--- config.mk ---
export PLATFORM = sky130hd
export DESIGN_NAME = maquina_vendas_param
export DESIGN_NICKNAME = d
export VERILOG_FILES = /design/src/rtl/maquina_pkg.sv /design/src/rtl/timeout_cnt_param.sv /design/src/rtl/maquina_vendas_param.sv
export SDC_FILE = /design/constraint.sdc
export NUM_CORES = 1
export LEC_CHECK = 0
export CAP_MARGIN = 40
export CORE_ASPECT_RATIO = 0.5
export CORE_MARGIN = 1.5
export CORE_UTILIZATION = 50
export CTS_CLUSTER_DIAMETER = 150
export CTS_CLUSTER_SIZE = 28
export DETAILED_ROUTE_END_ITERATION = 10
export PLACE_DENSITY = 0.86
export SETUP_SLACK_MARGIN = 0.4
export SLEW_MARGIN = 20
export SYNTH_ARGS = -nofsm -noshare
export SYNTH_HDL_FRONTEND = slang
export SYNTH_HIERARCHICAL = 1
export SYNTH_SLANG_ARGS = --single-unit
--- constraint.sdc ---
create_clock -name clk -period 3.5 [get_ports clk]
set_input_delay 0.7 -clock clk [delete_from_list [all_inputs] [get_ports clk]]
set_output_delay 0.7 -clock clk [all_outputs]
set_load 0.02 [all_outputs]
--- src/rtl/maquina_pkg.sv ---
// Shared types and helpers for the maquina_vendas_param vending controller.
package maquina_pkg;

   localparam int unsigned PULSE_CYC_DEF = 4;

   typedef enum logic [2:0] {
      ST_IDLE     = 3'd0,
      ST_SEL_COL  = 3'd1,
      ST_LOOKUP   = 3'd2,
      ST_PAY      = 3'd3,
      ST_DISPENSE = 3'd4,
      ST_REFUND   = 3'd5
   } state_t;

   typedef enum logic [1:0] {
      COIN_1  = 2'b00,
      COIN_2  = 2'b01,
      COIN_5  = 2'b10,
      COIN_10 = 2'b11
   } coin_t;

   // Coin code to value in coin units.
   function automatic logic [3:0] coin_value(input logic [1:0] code);
      case (coin_t'(code))
         COIN_1:  return 4'd1;
         COIN_2:  return 4'd2;
         COIN_5:  return 4'd5;
         default: return 4'd10;
      endcase
   endfunction

endpackage

--- src/rtl/timeout_cnt_param.sv ---
// Restartable cycle counter: o_expired rises during the TIMEOUT_CYC-th enabled
// cycle after the restart edge and stays high until the next restart.
// Used both for the inactivity timeout and the dispense/refund hold time.
module timeout_cnt_param #(
   parameter int unsigned TIMEOUT_CYC = 30
) (
   input  logic clk,
   input  logic reset_n,
   input  logic i_restart,
   input  logic i_enable,
   output logic o_expired
);

   localparam int unsigned LIMIT = (TIMEOUT_CYC > 0) ? TIMEOUT_CYC - 1 : 0;
   localparam int unsigned CNT_W = (TIMEOUT_CYC > 1) ? $clog2(TIMEOUT_CYC) : 1;

   logic [CNT_W-1:0] r_cnt;
   logic [CNT_W-1:0] w_cnt_inc;
   logic             r_expired;

   assign w_cnt_inc = r_cnt + CNT_W'(1);

   // Count enabled cycles since the last restart, saturating at expiry.
   always_ff @(posedge clk) begin
      if (!reset_n) begin
         r_cnt     <= '0;
         r_expired <= 1'b0;
      end else if (i_restart) begin
         r_cnt     <= '0;
         r_expired <= (LIMIT == 0);
      end else if (i_enable && !r_expired) begin
         r_cnt     <= w_cnt_inc;
         r_expired <= (w_cnt_inc == CNT_W'(LIMIT));
      end
   end

   assign o_expired = r_expired;

endmodule

--- src/rtl/maquina_vendas_param.sv ---
// Parametrised vending-machine controller: two-key product selection,
// registered price lookup, saturating coin credit, dispense/refund pulses.
// Optional macro CHANGE_EN: when defined, o_change carries credit-price
// for the duration of the dispense pulse; otherwise o_change is 0.
module maquina_vendas_param
   import maquina_pkg::*;
#(
   parameter int unsigned ROWS        = 4,
   parameter int unsigned COLS        = 4,
   parameter int unsigned KEY_W       = 4,
   parameter int unsigned CREDIT_W    = 8,
   parameter int unsigned TIMEOUT_CYC = 30,
   parameter int unsigned PULSE_CYC   = PULSE_CYC_DEF
) (
   input  logic                  clk,
   input  logic                  reset_n,
   input  logic                  i_key_valid,
   input  logic [KEY_W-1:0]      i_key_code,
   input  logic                  i_coin_valid,
   input  logic [1:0]            i_coin_code,
   input  logic                  i_cancel,
   output logic [KEY_W-1:0]      o_price_row,
   output logic [KEY_W-1:0]      o_price_col,
   input  logic [CREDIT_W-1:0]   i_price_val,
   input  logic                  i_price_exists,
   output logic [CREDIT_W-1:0]   o_credit,
   output logic [2*KEY_W-1:0]    o_product,
   output logic [2:0]            o_state,
   output logic                  o_dispense,
   output logic                  o_refund,
   output logic [CREDIT_W-1:0]   o_change,
   output logic                  o_coin_reject,
   output logic                  o_sel_error
);

   localparam int unsigned SUM_W = CREDIT_W + 1;

   state_t              r_state, w_state_nx, w_abort_st;
   logic [KEY_W-1:0]    r_row, r_col, r_price_row, r_price_col;
   logic [CREDIT_W-1:0] r_credit, r_price, w_credit_nx;
   logic [SUM_W-1:0]    w_sum;
   logic                r_dispense, r_refund, r_coin_reject, r_sel_error;
   logic                w_coin_ok, w_coin_reject, w_coin_state_ok;
   logic                w_sel_error, w_latch_row, w_latch_col, w_latch_price, w_clear_credit;
   logic                w_row_ok, w_col_ok, w_state_chg;
   logic                w_to_expired, w_pulse_expired;
   logic                w_to_restart, w_to_enable, w_pulse_enable;

   assign w_row_ok = (32'(i_key_code) < ROWS);
   assign w_col_ok = (32'(i_key_code) < COLS);

   // Coin acceptance and the credit value after this cycle's coin.
   always_comb begin
      w_sum           = {1'b0, r_credit} + SUM_W'(coin_value(i_coin_code));
      w_coin_state_ok = (r_state == ST_IDLE) || (r_state == ST_SEL_COL) || (r_state == ST_PAY);
      w_coin_ok       = i_coin_valid && w_coin_state_ok && !w_sum[CREDIT_W];
      w_coin_reject   = i_coin_valid && !w_coin_ok;
      w_credit_nx     = w_coin_ok ? w_sum[CREDIT_W-1:0] : r_credit;
   end

   // Next-state and control decode; priority cancel > timeout > key > coin.
   always_comb begin
      w_state_nx     = r_state;
      w_sel_error    = 1'b0;
      w_latch_row    = 1'b0;
      w_latch_col    = 1'b0;
      w_latch_price  = 1'b0;
      w_clear_credit = 1'b0;
      w_abort_st     = (w_credit_nx != '0) ? ST_REFUND : ST_IDLE;
      case (r_state)
         ST_IDLE: begin
            if (i_key_valid) begin
               if (w_row_ok) begin
                  w_latch_row = 1'b1;
                  w_state_nx  = ST_SEL_COL;
               end else begin
                  w_sel_error = 1'b1;
               end
            end
         end
         ST_SEL_COL: begin
            if (i_cancel || w_to_expired) begin
               w_state_nx = w_abort_st;
            end else if (i_key_valid) begin
               if (w_col_ok) begin
                  w_latch_col = 1'b1;
                  w_state_nx  = ST_LOOKUP;
               end else begin
                  w_sel_error = 1'b1;
                  w_state_nx  = ST_IDLE;
               end
            end
         end
         ST_LOOKUP: begin
            if (i_cancel) begin
               w_state_nx = w_abort_st;
            end else if (!i_price_exists) begin
               w_sel_error = 1'b1;
               w_state_nx  = w_abort_st;
            end else begin
               w_latch_price = 1'b1;
               w_state_nx    = ST_PAY;
            end
         end
         ST_PAY: begin
            if (i_cancel || w_to_expired) begin
               w_state_nx = w_abort_st;
            end else if (r_credit >= r_price) begin
               w_state_nx = ST_DISPENSE;
            end
         end
         ST_DISPENSE, ST_REFUND: begin
            if (w_pulse_expired) begin
               w_clear_credit = 1'b1;
               w_state_nx     = ST_IDLE;
            end
         end
         default: w_state_nx = ST_IDLE;
      endcase
   end

   assign w_state_chg    = (w_state_nx != r_state);
   assign w_to_restart   = i_key_valid || i_coin_valid || w_state_chg;
   assign w_to_enable    = (r_state == ST_SEL_COL) || (r_state == ST_PAY);
   assign w_pulse_enable = (r_state == ST_DISPENSE) || (r_state == ST_REFUND);

   timeout_cnt_param #(.TIMEOUT_CYC(TIMEOUT_CYC)) u_timeout (
      .clk       (clk),
      .reset_n   (reset_n),
      .i_restart (w_to_restart),
      .i_enable  (w_to_enable),
      .o_expired (w_to_expired)
   );

   timeout_cnt_param #(.TIMEOUT_CYC(PULSE_CYC)) u_pulse (
      .clk       (clk),
      .reset_n   (reset_n),
      .i_restart (w_state_chg),
      .i_enable  (w_pulse_enable),
      .o_expired (w_pulse_expired)
   );

   // State, credit, selection and pulse registers.
   always_ff @(posedge clk) begin
      if (!reset_n) begin
         r_state       <= ST_IDLE;
         r_credit      <= '0;
         r_price       <= '0;
         r_row         <= '0;
         r_col         <= '0;
         r_price_row   <= '0;
         r_price_col   <= '0;
         r_dispense    <= 1'b0;
         r_refund      <= 1'b0;
         r_coin_reject <= 1'b0;
         r_sel_error   <= 1'b0;
      end else begin
         r_state       <= w_state_nx;
         r_credit      <= w_clear_credit ? '0 : w_credit_nx;
         r_dispense    <= (w_state_nx == ST_DISPENSE);
         r_refund      <= (w_state_nx == ST_REFUND);
         r_coin_reject <= w_coin_reject;
         r_sel_error   <= w_sel_error;
         if (w_latch_row) r_row <= i_key_code;
         if (w_latch_col) begin
            r_col       <= i_key_code;
            r_price_row <= r_row;
            r_price_col <= i_key_code;
         end
         if (w_latch_price) r_price <= i_price_val;
      end
   end

`ifdef CHANGE_EN
   logic [CREDIT_W-1:0] r_change;

   // Capture change on entry to DISPENSE and hold it for the pulse.
   always_ff @(posedge clk) begin
      if (!reset_n) begin
         r_change <= '0;
      end else if ((w_state_nx == ST_DISPENSE) && (r_state != ST_DISPENSE)) begin
         r_change <= w_credit_nx - r_price;
      end else if (w_state_nx != ST_DISPENSE) begin
         r_change <= '0;
      end
   end

   assign o_change = r_change;
`else
   assign o_change = '0;
`endif

   assign o_state       = r_state;
   assign o_credit      = r_credit;
   assign o_product     = {r_row, r_col};
   assign o_price_row   = r_price_row;
   assign o_price_col   = r_price_col;
   assign o_dispense    = r_dispense;
   assign o_refund      = r_refund;
   assign o_coin_reject = r_coin_reject;
   assign o_sel_error   = r_sel_error;

endmodule

; ---- Yosys cells after proc, flatten, opt, wreduce, memory -nomap -nowiden
; Index checks and enable logic that the tools add are counted.
[totals]
register_bits = 44
output_inout_bits = 39
[op_classes]
add_sub_neg = 3
magnitude_cmp = 2
eq_ne = 12
muxes = 30
bitwise_logic = 1
reduce_logical = 23
[op_table]
columns = cell, n
row1 = 2-to-1 mux 3 bit, 10
row2 = 2-to-1 mux 1 bit, 15
row3 = case mux 3 bit (5 select lines), 1
row4 = "equality test 3 bit, second input constant", 4
row5 = case mux 4 bit (3 select lines), 1
row6 = adder 8 x 4 -> 9 bit, 1
row7 = greater-or-equal comparator 8 bit, 1
row8 = 2-to-1 mux 8 bit, 1
row9 = nonzero test 8 bit, 1
row10 = OR reduction 2 bit, 4
row11 = logical OR 1 bit, 7
row12 = "equality test 3 x 2 -> 1 bit, second input constant", 2
row13 = "adder 5 x 1 -> 5 bit, second input constant", 1
row14 = "equality test 5 bit, second input constant", 1
row15 = logical AND 1 bit, 5
row16 = "equality test 2 bit, second input constant", 2
row17 = zero test 1 bit, 4
row18 = "less-than comparator 4 x 3 -> 1 bit, second input constant", 1
row19 = "equality test 3 x 1 -> 1 bit, second input constant", 1
row20 = zero test 3 bit, 1
row21 = != test 3 bit, 1
row22 = case mux 1 bit (3 select lines), 1
row23 = "adder 2 x 1 -> 2 bit, second input constant", 1
row24 = "equality test 2 x 1 -> 1 bit, second input constant", 1
row25 = other kinds (3), 3

; ---- Longest topological paths before layout
[logic_depth]
ltp_word = 14
depth_mapped = 12
depth_no_buf = 12

; ---- Modules after synthesis
; Netlist, hierarchy kept.
[by_module_without_submodules]
columns = mod, n_inst, cells_per_inst, area_per_inst_um2, seq_area_each_um2
row1 = maquina_vendas_param, 1, 242, 2105.8, 700.7
row2 = timeout_cnt_param at u_timeout, 1, 36, 327.8, 120.1
row3 = timeout_cnt_param at u_pulse, 1, 13, 127.6, 60.1

; ---- Least setup slack after synthesis
; OpenSTA, ideal clock, no wires.
[synth_timing]
path_kind = input port to flip-flop
from = input i_coin_code[1]
to = register u_timeout.r_expired (netlist: u_timeout/o_expired)
arrival_ps = 2890
path_slack_ps = 540
path_stages = 11
path_buffers = 0
path_cell_list = nor2b_1 ha_1 nor2_1 or3b_4 a2111oi_4 a2bb2oi_2 a221oi_2 nor4_1 nand3_1 nand2b_1 a21oi_1
[synth_via]
elab_chain_cells = 14
[synth_rtl]
columns = element, line
row1 = "start, declared", maquina_vendas_param.sv:20  ; input logic [1:0] i_coin_code,
row2 = equality test 2 bit (tied with other cells), maquina_pkg.sv:24  ; case (coin_t'(code))
row3 = case mux 4 bit (3 select lines) (*), maquina_pkg.sv:24
row4 = adder 8 x 4 -> 9 bit (*), maquina_vendas_param.sv:54  ; w_sum = {1'b0, r_credit} + SUM_W'(coin_value(i_coin_code));
row5 = zero test 1 bit, maquina_vendas_param.sv:56  ; w_coin_ok = i_coin_valid && w_coin_state_ok && !w_sum[CREDIT_W];
row6 = logical AND 1 bit, maquina_vendas_param.sv:56
row7 = 2-to-1 mux 8 bit (*), maquina_vendas_param.sv:58  ; w_credit_nx = w_coin_ok ? w_sum[CREDIT_W-1:0] : r_credit;
row8 = nonzero test 8 bit (*), maquina_vendas_param.sv:69  ; w_abort_st = (w_credit_nx != '0) ? ST_REFUND : ST_IDLE;
row9 = 2-to-1 mux 3 bit (*), maquina_vendas_param.sv:69
row10 = 2-to-1 mux 3 bit, maquina_vendas_param.sv:97  ; end else if (!i_price_exists) begin
row11 = 2-to-1 mux 3 bit, maquina_vendas_param.sv:95  ; if (i_cancel) begin
row12 = case mux 3 bit (5 select lines) (*), maquina_vendas_param.sv:70  ; case (r_state)
row13 = != test 3 bit (*), maquina_vendas_param.sv:122  ; assign w_state_chg = (w_state_nx != r_state);
row14 = logical OR 1 bit (*), maquina_vendas_param.sv:123  ; assign w_to_restart = i_key_valid || i_coin_valid || w_state_chg;
row15 = via w_to_restart, maquina_vendas_param.sv:47  ; logic w_to_restart, w_to_enable, w_pulse_enable;
row16 = OR reduction 2 bit (no source line) (*), --
row17 = "end signal, assigned", timeout_cnt_param.sv:30  ; r_expired <= (LIMIT == 0);
row18 = "end signal, assigned", timeout_cnt_param.sv:33  ; r_expired <= (w_cnt_inc == CNT_W'(LIMIT));
row19 = "end, declared", timeout_cnt_param.sv:19  ; logic r_expired;
; Mark *: on every way through the listed nets, which the timed path passes. The rest lies on a longest branch.
; A chain may end at the register's enable or synchronous reset.

; ---- Final worst setup path
[layout_timing]
from = input i_coin_code[1]
to = register u_pulse.r_cnt[1]
[layout_via]
elab_chain_cells = 13
[layout_rtl]
columns = element, line
row1 = equality test 2 bit (tied with other cells), maquina_pkg.sv:24
row2 = case mux 4 bit (3 select lines) (*), maquina_pkg.sv:24
row3 = adder 8 x 4 -> 9 bit (*), maquina_vendas_param.sv:54
row4 = zero test 1 bit, maquina_vendas_param.sv:56
row5 = logical AND 1 bit, maquina_vendas_param.sv:56
row6 = 2-to-1 mux 8 bit (*), maquina_vendas_param.sv:58
row7 = nonzero test 8 bit (*), maquina_vendas_param.sv:69
row8 = 2-to-1 mux 3 bit (*), maquina_vendas_param.sv:69
row9 = 2-to-1 mux 3 bit, maquina_vendas_param.sv:97
row10 = 2-to-1 mux 3 bit, maquina_vendas_param.sv:95
row11 = case mux 3 bit (5 select lines) (*), maquina_vendas_param.sv:70
row12 = != test 3 bit (*), maquina_vendas_param.sv:122
row13 = via w_state_chg, maquina_vendas_param.sv:45  ; logic w_row_ok, w_col_ok, w_state_chg;
row14 = OR reduction 2 bit (no source line) (*), --
row15 = "end signal, assigned", timeout_cnt_param.sv:32  ; r_cnt <= w_cnt_inc;
row16 = "end, declared", timeout_cnt_param.sv:17  ; logic [CNT_W-1:0] r_cnt;
; Marked as above.

==> results_dict.tcl <==
set metrics [dict create \
    outcome "completed" \
    p_leak_uw 0.00131 \
    dpl_worst_slack_ns -0.273 \
    dr_wl_met2_mm 3.19 \
    post-dp-hpwl_mm 4.48 \
    peakVddDrop_uv 184 \
    routedWlPerCell_um 14.5 \
    yosysSeqAreaShare 0.344 \
    final_nets 388 \
    wl_met3_um 204 \
    worstPathMaxFanout 4 \
    grt_antenna_before_repair 0 \
    crit_type "input port to register" \
    power.total_uw 1170 \
    cts_tree "done" \
    die_w_um 104 \
    synth_cell_types 56 \
    drv_slew 0 \
    cp_data_required_time_ns 3.72 \
    cts_sinks 44 \
    totalWireLength_mm 6.13 \
    hp-class "register to register" \
    power_density_mw_per_mm2 343 \
    drive_gt1_frac 0.159 \
    syn-cell-area_mm2 0.00256 \
    grt_pass1_vias 2172 \
    core_mm2 0.00493 \
    drtIter0Drc 140 \
    cts_buffers 5 \
    top_layer_used "met4" \
    fin_tns_setup_ns 0 \
    synth_cells 291 \
    cts_root_buf "clkbuf_8" \
    rsz0062_at_grt "no" \
    path_clk_slew_ns 0.09 \
    start_util 0.519 \
    fp.dieH_um 53.6 \
    cts_buffer_depth 2 \
    grt.total_usage 0.219 \
    clock_latency_ns 0.29 \
    synthFlopType "dfxtp_1" \
    ios 59 \
    hold_violations 0 \
    grt_remaining_overflow 0 \
    wl_met1_mm 2.66 \
    critPathLaunchType "input port" \
    rows 18 \
    place_congestion 0.983 \
    synth_edf_count 0 \
    syn2layout_area_growth_pct 32.8 \
    postCtsHoldBufs 0 \
    instances_no_fill 423 \
    final_common_cell "clkdlybuf4s50_1" \
    placement.io_buffers 50 \
    postRouteAntennaNets 0 \
    cts_max_level 2 \
    viasPerCell 5.43 \
    max_freq_mhz 332 \
    vias 2297 \
    period_share 0.860 \
    antenna_cells 0 \
    dp.cells 411 \
    grt_pass1_wl_mm 9.80 \
    async_flop_share 0 \
    crit_arrival_ns 3.23 \
    cap_violations 0 \
    rrSetupSlack_ns 0.74 \
    setup_viol 0 \
    worst_pin_slew_ns 0.497 \
    final_cell_mix "48 x clkdlybuf4s50_1, 44 x dfxtp_1, 30 x nor2_1, 19 x nor2b_1, 18 x inv_1" \
    layout_setup_ws_ns 0.489 \
    skew_ns 0.00581 \
    dieArea_mm2 0.00559 \
    slew_headroom 0.666 \
    yosys_warnings 6 \
    cp-end-kind "register" \
    syn_area_per_cell_um2 8.80 \
    drt-pass1-iter-count 4 \
    grt_max_degree 18 \
    ys_seq_elements 44 \
    drcViolationCount 0 \
    layout_min_cycle_time_ns 3.01 \
]
[through the flow]
| step | hold WS [ns] | utilization | area (um2) |
|---|---|---|---|
| final | 0.501 | 0.690 | 3400 |
| after global routing | 0.528 | 0.690 | 3400 |
| after CTS | 0.501 | 0.685 | 3380 |
| after detailed placement | 0.483 | 0.638 | 3150 |
| after global placement | 0.470 | 0.638 | 3150 |
| after floorplan | 0.453 | - | 2590 |
[power breakdown]
| part | internal, uW | switching [uW] | total (uW) | leakage, uW |
|---|---|---|---|---|
| registers | 510 | 17.2 | 527 | 0.000356 |
| logic | 112 | 117 | 229 | 0.000891 |
| clock network | 233 | 176 | 409 | 0.0000614 |
| total | 855 | 310 | 1170 | 0.00131 |
[state kept, by name, indices dropped and copies added (netlist names)]
register and flops:
o_coin_reject 1, o_credit 8, o_dispense 1, o_price_col 4, o_price_row 4, o_refund 1, o_sel_error 1, o_state 3
r_price 8, r_row 4, u_pulse/o_expired 1, u_pulse/r_cnt 2, u_timeout/o_expired 1, u_timeout/r_cnt 5
[cell usage after synthesis (2+ instances only)]
library cell	number	area, um2
nand2b_1	7	43.8
and3_1	5	31.3
a21oi_1	15	75.1
nor2_1	30	113
o211ai_1	2	15.0
xor2_1	2	17.5
o21ai_0	10	50.1
or3_1	3	18.8
a211oi_2	3	37.5
nor2b_1	20	125
nand4_1	2	12.5
nand3_1	7	35.0
ha_1	15	188
xnor2_1	4	35.0
a41oi_1	2	17.5
buf_4	12	90.1
and2_1	2	12.5
o21a_1	3	22.5
dfxtp_1	44	881
inv_1	18	67.6
a211oi_1	4	30.0
clkbuf_1	5	18.8
o2111ai_1	3	26.3
nand2_1	17	63.8
mux2i_1	17	170
nor4_1	4	25.0
nor3_1	6	30.0
[worst max-delay path, stage by stage]
cell	delay, ns
dlygate4sd2_1	0.24
and2_1	0.18
ha_4	0.28
or3b_4	0.41
buf_4	0.16
a211oi_4	0.26
o32ai_4	0.16
a41o_2	0.26
a21oi_2	0.16
nand2_1	0.09
nand2b_4	0.17
a211oi_2	0.14
[routing by layer]
layer  up-vias  GRT usage
met4         0     0.0417
met5         -          0
met1      1092      0.257
met2        65      0.445
li1       1127          -
met3        13     0.0339
[repair_timing]
action,in CTS,in global routing
setup buffers,3,1
cloned,0,0
hold endpoints to repair,0,0
pin swaps,7,9
gates resized for setup,20,4
endpoints found under the setup margin,9,9
[cell type report]
cell class	count	area [um2]
multi-input combinational	218	1640
fill	357	1530
sequential	44	881
timing repair buffer	65	607
tap	70	87.6
clock buffer	6	82.6
inverter	18	67.6
clock inverter	2	38.8
[logic make-up after synthesis]
group | Yosys count | share of synthesized area
flops | 44 | 0.344
other cells | 1 | 0.00146
compound gates | 55 | 0.169
mux | 17 | 0.0664
buf+inv | 36 | 0.0703
fa+ha+maj | 16 | 0.0811
xor+xnor | 6 | 0.0205
simple gates | 116 | 0.248
[final timing paths]
check                                    from  cells after the start                            end
setup reg to reg       o_credit[1]$_SDFF_PP0_                     11  u_pulse/r_cnt[1]$_SDFFE_PP0P_
hold / removal    o_price_col[3]$_SDFFE_PN0P_                      1    o_price_col[3]$_SDFFE_PN0P_
hold reg to reg   o_price_col[3]$_SDFFE_PN0P_                      1    o_price_col[3]$_SDFFE_PN0P_
setup / recovery               i_coin_code[1]                     12  u_pulse/r_cnt[1]$_SDFFE_PP0P_
No activity file was read; power rests on OpenSTA's default activity.
